===== src/rtl/dm_access_ctrl_pkg.sv =====
// Shared definitions for the data-memory access controller:
// width codes, state encoding and byte-lane masks.
package dm_access_ctrl_pkg;

    localparam logic [2:0] F3_B  = 3'b000;
    localparam logic [2:0] F3_H  = 3'b001;
    localparam logic [2:0] F3_W  = 3'b010;
    localparam logic [2:0] F3_BU = 3'b100;
    localparam logic [2:0] F3_HU = 3'b101;

    localparam logic [3:0] MASK_B = 4'b0001;
    localparam logic [3:0] MASK_H = 4'b0011;
    localparam logic [3:0] MASK_W = 4'b1111;

    typedef enum logic [2:0] {
        ST_IDLE,
        ST_ACC0,
        ST_ACC1,
        ST_RD,
        ST_DONE
    } state_t;

    function automatic logic [3:0] size_mask(input logic [2:0] funct3);
        case (funct3[1:0])
            2'b00:   return MASK_B;
            2'b01:   return MASK_H;
            default: return MASK_W;
        endcase
    endfunction

    function automatic logic funct3_legal(input logic we, input logic [2:0] funct3);
        if (we)
            return funct3 inside {F3_B, F3_H, F3_W};
        return funct3 inside {F3_B, F3_H, F3_W, F3_BU, F3_HU};
    endfunction

endpackage


===== src/rtl/dm_load_align.sv =====
// Extracts and sign/zero-extends a load result from a two-word window.
// Purely combinational so other load paths can reuse it.
module dm_load_align
    import dm_access_ctrl_pkg::*;
(
    input  logic [63:0] data,
    input  logic [1:0]  off,
    input  logic [2:0]  funct3,
    output logic [31:0] result
);

    logic [63:0] shifted;

    always_comb begin
        shifted = data >> {off, 3'b000};
        case (funct3)
            F3_B:    result = {{24{shifted[7]}}, shifted[7:0]};
            F3_BU:   result = {24'h000000, shifted[7:0]};
            F3_H:    result = {{16{shifted[15]}}, shifted[15:0]};
            F3_HU:   result = {16'h0000, shifted[15:0]};
            default: result = shifted[31:0];
        endcase
    end

endmodule


===== src/rtl/dm_access_ctrl.sv =====
// Initiator side of the data-memory port: turns load/store requests into
// one or two word accesses and returns the extended load result.
module dm_access_ctrl
    import dm_access_ctrl_pkg::*;
#(
    parameter int ADDR_W = 10,
    parameter int DATA_W = 32
) (
    input  logic              clk,
    input  logic              rst,
    input  logic              req_valid,
    output logic              req_ready,
    input  logic              req_we,
    input  logic [2:0]        req_funct3,
    input  logic [ADDR_W+1:0] req_addr,
    input  logic [DATA_W-1:0] req_wdata,
    output logic              rsp_valid,
    output logic [DATA_W-1:0] rsp_rdata,
    output logic              rsp_err,
    output logic [3:0]        dm_write,
    output logic [ADDR_W-1:0] data_addr,
    output logic [DATA_W-1:0] data_in,
    input  logic [DATA_W-1:0] data_out
);

    state_t            state;
    logic              we_q;
    logic [2:0]        f3_q;
    logic [ADDR_W-1:0] w0_q;
    logic [1:0]        off_q;
    logic              split_q;
    logic [3:0]        be_hi_q;
    logic [31:0]       sd_hi_q;
    logic [31:0]       lo_q;
    logic [3:0]        dm_write_q;

    logic [7:0]        be64;
    logic [63:0]       sd;
    logic              legal;
    logic [63:0]       align_data;
    logic [31:0]       align_result;

    always_comb begin
        be64       = {4'b0000, size_mask(req_funct3)} << req_addr[1:0];
        sd         = {32'h0, req_wdata} << {req_addr[1:0], 3'b000};
        legal      = funct3_legal(req_we, req_funct3);
        align_data = split_q ? {data_out, lo_q} : {32'h0, data_out};
    end

    dm_load_align u_align (
        .data   (align_data),
        .off    (off_q),
        .funct3 (f3_q),
        .result (align_result)
    );

    assign req_ready = (state == ST_IDLE) && !rst;
    // Gating with rst keeps a pending second-half write from reaching memory
    // on the edge that aborts the access.
    assign dm_write  = rst ? '0 : dm_write_q;

    always_ff @(posedge clk) begin
        if (rst) begin
            state      <= ST_IDLE;
            we_q       <= 1'b0;
            f3_q       <= '0;
            w0_q       <= '0;
            off_q      <= '0;
            split_q    <= 1'b0;
            be_hi_q    <= '0;
            sd_hi_q    <= '0;
            lo_q       <= '0;
            dm_write_q <= '0;
            data_addr  <= '0;
            data_in    <= '0;
            rsp_valid  <= 1'b0;
            rsp_rdata  <= '0;
            rsp_err    <= 1'b0;
        end else begin
            dm_write_q <= '0;
            rsp_valid  <= 1'b0;
            rsp_err    <= 1'b0;
            case (state)
                ST_IDLE: if (req_valid) begin
                    we_q    <= req_we;
                    f3_q    <= req_funct3;
                    w0_q    <= req_addr[ADDR_W+1:2];
                    off_q   <= req_addr[1:0];
                    split_q <= |be64[7:4];
                    be_hi_q <= be64[7:4];
                    sd_hi_q <= sd[63:32];
                    if (!legal) begin
                        state     <= ST_DONE;
                        rsp_valid <= 1'b1;
                        rsp_err   <= 1'b1;
                        rsp_rdata <= '0;
                    end else begin
                        state      <= ST_ACC0;
                        data_addr  <= req_addr[ADDR_W+1:2];
                        dm_write_q <= req_we ? be64[3:0] : 4'b0000;
                        data_in    <= sd[31:0];
                    end
                end
                ST_ACC0: begin
                    if (split_q) begin
                        state      <= ST_ACC1;
                        data_addr  <= w0_q + 1'b1;
                        dm_write_q <= we_q ? be_hi_q : 4'b0000;
                        data_in    <= sd_hi_q;
                    end else if (!we_q) begin
                        state <= ST_RD;
                    end else begin
                        state     <= ST_DONE;
                        rsp_valid <= 1'b1;
                        rsp_rdata <= '0;
                    end
                end
                ST_ACC1: begin
                    if (!we_q) begin
                        lo_q  <= data_out;
                        state <= ST_RD;
                    end else begin
                        state     <= ST_DONE;
                        rsp_valid <= 1'b1;
                        rsp_rdata <= '0;
                    end
                end
                ST_RD: begin
                    state     <= ST_DONE;
                    rsp_valid <= 1'b1;
                    rsp_rdata <= align_result;
                end
                ST_DONE: state <= ST_IDLE;
                default: state <= ST_IDLE;
            endcase
        end
    end

endmodule


===== config.mk =====
export PLATFORM = sky130hd
export DESIGN_NAME = dm_access_ctrl
export DESIGN_NICKNAME = d
export VERILOG_FILES = /design/src/rtl/dm_access_ctrl_pkg.sv /design/src/rtl/dm_load_align.sv /design/src/rtl/dm_access_ctrl.sv
export SDC_FILE = /design/constraint.sdc
export NUM_CORES = 1
export LEC_CHECK = 0
export CAP_MARGIN = 40
export CELL_PAD_IN_SITES_DETAIL_PLACEMENT = 0
export CELL_PAD_IN_SITES_GLOBAL_PLACEMENT = 1
export CORE_MARGIN = 2
export CORE_UTILIZATION = 40
export DETAILED_ROUTE_END_ITERATION = 8
export DONT_BUFFER_PORTS = 1
export PLACE_DENSITY_LB_ADDON = 0.15
export SLEW_MARGIN = 20
export SYNTH_ARGS = -nofsm -noshare
export SYNTH_HDL_FRONTEND = slang
export SYNTH_SLANG_ARGS = --single-unit
export TNS_END_PERCENT = 10

===== constraint.sdc =====
create_clock -name clk -period 3 [get_ports clk]
set_input_delay 0.15 -clock clk [delete_from_list [all_inputs] [get_ports clk]]
set_output_delay 0.15 -clock clk [all_outputs]
set_load 0.05 [all_outputs]

-- After elaboration in Yosys (flattened, before gate mapping)
Index checks and enable logic that the tools add are counted.
- add/sub/neg operators: 1
- reductions and logical operators: 16
- eq/ne operators: 16
- bitwise logic cells: 2
- shift-type cells: 3
- multiplexer cells: 36
- operators by type and width (operator ; number):
    $pmux 32 s4 ; 2
    $mux 32 ; 7
    $mux 64 ; 1
    $pmux 32 s2 ; 1
    $shl 32x5->64 ; 1
    $shr 64x5->32 ; 1
    $mux 10 ; 3
    $mux 4 ; 6
    $pmux 10 s2 ; 1
    $pmux 4 s2 ; 2
    $eq 3x3->1 const B ; 4
    $mux 3 ; 4
    $pmux 3 s4 ; 1
    $add 10x1->10 const B ; 1
    $ne 2x2->1 const B ; 5
    $eq 3x1->1 const B ; 3
    $eq 3x2->1 const B ; 3
    $logic_not 3->1 ; 3
    $reduce_and 4->1 ; 2
    $shl 4x2->8 ; 1
    $mux 1 ; 7
    $reduce_bool 5->1 ; 1
    $pmux 1 s4 ; 1
    $reduce_and 2->1 ; 2
    other kinds (10) ; 11
- input bits: 83
- logic and storage cells: 89
- output and inout bits: 81
- bits in registers: 168

-- Depth between registers and ports, before layout
- depth after elaboration: 7
- gate-level depth with buffers: 9
- depth with buffers taken out: 6

-- Hierarchy
Synthesis repeated with hierarchy kept, for this count alone.
- cells, all modules: 954
- area, all modules: 8371.8 um^2
- by module, submodules not included (module ; area each (um^2) ; instances ; cells each ; seq. area each (um^2)):
    dm_access_ctrl ; 7252.0 ; 1 ; 853 ; 3183.1
    dm_load_align ; 1119.8 ; 1 ; 101 ; 0.0

-- Worst setup path after synthesis
No wires, ideal clock.
- kind: reg-to-output
- start: register state[1]
- end: output port req_ready
- data arrival time: 2044 ps
- buffers on the path: 1
- cell stages (with the launch flop): 3
- data required time: 2850 ps
- slack: 806 ps
- cells stage by stage: dfxtp_1 buf_2 nor4_1
- longest elaborated chain between the ends: 2
- RTL lines (element ; line ; RTL):
    start: declaration ; dm_access_ctrl.sv:26 ; state_t state;
    start signal: assignment ; dm_access_ctrl.sv:64 ; state <= ST_IDLE;
    start signal: assignment ; dm_access_ctrl.sv:93 ; state <= ST_DONE;
    start signal: assignment ; dm_access_ctrl.sv:98 ; state <= ST_ACC0;
    $logic_not 3->1 ; dm_access_ctrl.sv:57 ; assign req_ready = (state == ST_IDLE) && !rst;
    $logic_and 1x1->1 ; dm_access_ctrl.sv:57 ;
    end: declaration ; dm_access_ctrl.sv:12 ; output logic req_ready,
No other way between the ends.

-- Worst setup path after layout
- start: register state[1]
- end: register sd_hi_q[4]
- longest elaborated chain between the ends: 2
- RTL lines (element ; line ; RTL):
    $logic_not 3->1 ; dm_access_ctrl.sv:83 ; case (state)
    $reduce_and 2->1 (no line) ; n/a ;
    end signal: assignment ; dm_access_ctrl.sv:91 ; sd_hi_q <= sd[63:32];
    end: declaration ; dm_access_ctrl.sv:33 ; logic [31:0] sd_hi_q;
No other way between the ends.
A chain may end at the register's enable or synchronous reset.

==> impl_metrics.ini <==
[status]
outcome = finished, final reports clean

[pwr]
power.static_leakage_nw = 3.28
worst_vdd_drop_v = 0.000354
total_power_w = 0.00595
p_per_area_nw_per_um2 = 624

[routing]
totalWireLength_mm = 27.3
number_of_nets_still_failing_antenna_checks_after_routing = 0
post-route-drc-count = 0
via_per_inst = 5.89
firstDrtPassIters = 6
detailedRoute.firstIterationViolations = 609
post_drt_wl_per_cell_microns = 21.4
dr_total_vias = 7500

[timing]
finalHoldViolCount = 0
setup_ws_ns = 0.475
timing.setup.tns_ns = 0
skew_ns = 0.0101
fin_crit_ns = 2.52
max_clock_freq_mhz = 396
fin_worst_hold_slack_ns = 0.0264
finalMaxSlewViolations = 0
rsz0062_at_grt = no
worst-slew-pin-transition_ns = 0.801
timing.slew.headroom_pct = 46.5
timing.final.crit_share_pct = 84.2
finalSetupViolations = 0

[placement]
final_wtd_congestion = 0.867
placedInstanceArea_sq_um = 8180
dp.final_hpwl_mm = 18.0
place_ws_ns = 0.540
place.port_buffers = 0

[synth]
ys_top_cells_by_area = sky130_fd_sc_hd__dfxtp_1 40%, sky130_fd_sc_hd__mux2i_1 8.6%, sky130_fd_sc_hd__nand2_1 8.2%
yosys_warnings = 0
async_reset_ff_share_pct = 0
post_synth.cell_area_avg_sq_um = 8.30
syn_nets = 1050
count_of_mapped_cells_out_of_synthesis = 966
synthFlopType = sky130_fd_sc_hd__dfxtp_1
synth_edf_count = 0
synth-compound-area-share_pct = 20.5
synth_sequential_area_ratio_pct = 39.7
yosys.area_share.adder_pct = 0.156
syn-cell-area_sq_um = 8020
main_combinational_cell_family_by_area_after_synthesis = compound AO/OA/AOI/OAI gates
synthDominantAreaCellType = sky130_fd_sc_hd__dfxtp_1
synth_top_area_share_pct = 39.7
synth_simple_gate_area_share_pct = 19.5
postSynthRegisterBits = 159
post_synth_num_cell_types = 58
synthXorXnorAreaFrac_pct = 0.874
synth.mux.area_fraction_pct = 14.1

[hold_path]
min-delay-start = req_addr[7]
hp-class = in2reg

[clock_network]
cts_root_buf = sky130_fd_sc_hd__clkbuf_16
clock_sink_count = 159
post_cts_repair_timing_setup_buffer_count = 0
insertion_delay_ns = 0.42
max-clock-path-buffers = 2
cts_tree = done
path_clk_slew_ns = 0.07
htreeDepth = 4
cts_inserted_buffers = 17

[floorplanning]
start_util_pct = 40.9
die_height_microns = 146
placementRows = 51
fp.dieW_microns = 146
fp.dieArea_sq_um = 21200
io-pin-count = 164
coreArea_sq_um = 19600

[global_routing]
grt_pass1_wl_mm = 43.1
antenna_violations_before_repair = 0
grtUsageTotal_pct = 25.5
grt_max_degree = 132
grt_overflow_total = 0
first_global_vias = 7160

[final_layout]
antenna_cells = 0
postLayoutCellArea_sq_um = 9540
area.growth.synth_to_final_pct = 18.9
post_layout_nets = 1079
final_layout_size_suffix_gt1_share_pct = 11.0

[critical_path]
crit_path_launch = state[1]
setup.worst_path.start_class = flop
crit_required_ns = 3.35
criticalPathCategory = reg2reg
worst-path-max-fanout = 45
critical_path_arrival_ns = 2.87
timing.reg2reg.setup_slack_ns = 0.48
timing.rr.start = state[1]
element_type_at_the_critical_path_end = flop

[run]
cap_viol_max_count = 0
[placed cells by master (no fill, tap or decap), drive strengths merged, types with 2 or more instances in the layout]
cell,netlist,final
a21oi,116,116
xor2,6,6
clkbuf,52,18
and2,5,5
inv,3,9
a221o,9,9
a211oi,17,17
mux2i,69,69
nor3b,3,3
a311oi,9,9
a2111oi,2,2
or3,3,3
a22o,2,2
nor2b,11,11
nor2,79,79
nor4,4,4
buf,40,27
xnor2,2,2
nand4,4,4
dfxtp,159,159
a21boi,2,2
mux2,25,25
nand2b,4,4
dlygate4sd3,0,75
o21ai,12,12
clkinv,0,7
a211o,5,5
a221oi,9,9
nor3,35,35
o211ai,19,19
o2111ai,9,9
mux4,7,7
o2bb2ai,16,16
or2,2,2
nand3,30,30
o221a,8,8
a32oi,2,2
nand2,175,175
[synthesized netlist by cell type, drive strengths merged, types with 8 or more instances]
library cell	instances
o21ai	12
o211ai	19
nor2	79
a311oi	9
buf	40
mux2i	69
a221o	9
nand2	175
nand3	30
a211oi	17
o2bb2ai	16
a21oi	116
clkbuf	52
nor3	35
o2111ai	9
o221a	8
mux2	25
dfxtp	159
a221oi	9
nor2b	11
[critical path, cell delays in order (launching register included)]
cell and delay (ns):
sky130_fd_sc_hd__dfxtp_1 0.69, sky130_fd_sc_hd__nor2_1 0.15, sky130_fd_sc_hd__nand3b_1 0.21, sky130_fd_sc_hd__buf_4 0.51
sky130_fd_sc_hd__a221oi_1 0.13, sky130_fd_sc_hd__dlygate4sd3_1 0.63, sky130_fd_sc_hd__nor3_1 0.12
[per-stage QoR]
stage | utilization [%] | std cells
2_1_floorplan | - | 966
3_3_place_gp | 41.6 | 1161
3_5_place_dp | 41.8 | 1165
4_1_cts | 48.7 | 1273
5_1_grt | 48.7 | 1273
6_report | 48.7 | 1273
[flip-flops by register name, summed over array words and instances, names as in the netlist]
name and count:
data_in 32, lo_q 32, rsp_rdata 32, sd_hi_q 24, data_addr 10, w0_q 10
dm_write_q 4, be_hi_q 3, f3_q 3, state 3, off_q 2, rsp_err 1
rsp_valid 1, split_q 1, we_q 1
[area by class of cell]
type,count,area [sq um]
clock inverters,14,151
flip-flops and latches,159,3190
multi-input cells,712,4460
clock buffers,18,429
inverters,3,11.3
fillers,1936,10100
well taps,265,332
repair buffers,102,973
[timing repair]
action                                 CTS  global route
endpoints found under the hold margin  141             0
hold buffers                            76             0
gates resized for setup                  0             0
[routing by layer]
layer / track usage [%] / up-vias / routed length (microns)
met2: 35.3 / 319 / 11300
met3: 5.92 / 29 / 2050
met4: 7.06 / 0 / 329
met5: 0 / - / 0
met1: 39.3 / 3621 / 13600
li1: - / 3531 / -
[logic make-up (layout without fill, tap and decap cells)]
group,count (synthesis),in the layout
XOR/XNOR,8,8
AO/OA/AOI/OAI,243,243
buffers and inverters,95,137
flip-flops,159,159
AND/OR/NAND/NOR,359,359
multiplexers,101,101
adder cells (fa/ha/maj),1,1
[path summary, 6_finish.rpt]
path	to	depth (start not counted)
worst max-delay path	sd_hi_q[4]	6
worst min register to register	sd_hi_q[16]	2
worst max register to register	sd_hi_q[4]	6
worst min-delay path	data_addr[5]	3
[power breakdown]
part / internal, W / switching, W / total [W]
Sequential: 0.00226 / 0.000376 / 0.00264
Combinational: 0.000477 / 0.000713 / 0.00119
Clock: 0.00111 / 0.00102 / 0.00213
(Power assumes the default switching activity.)
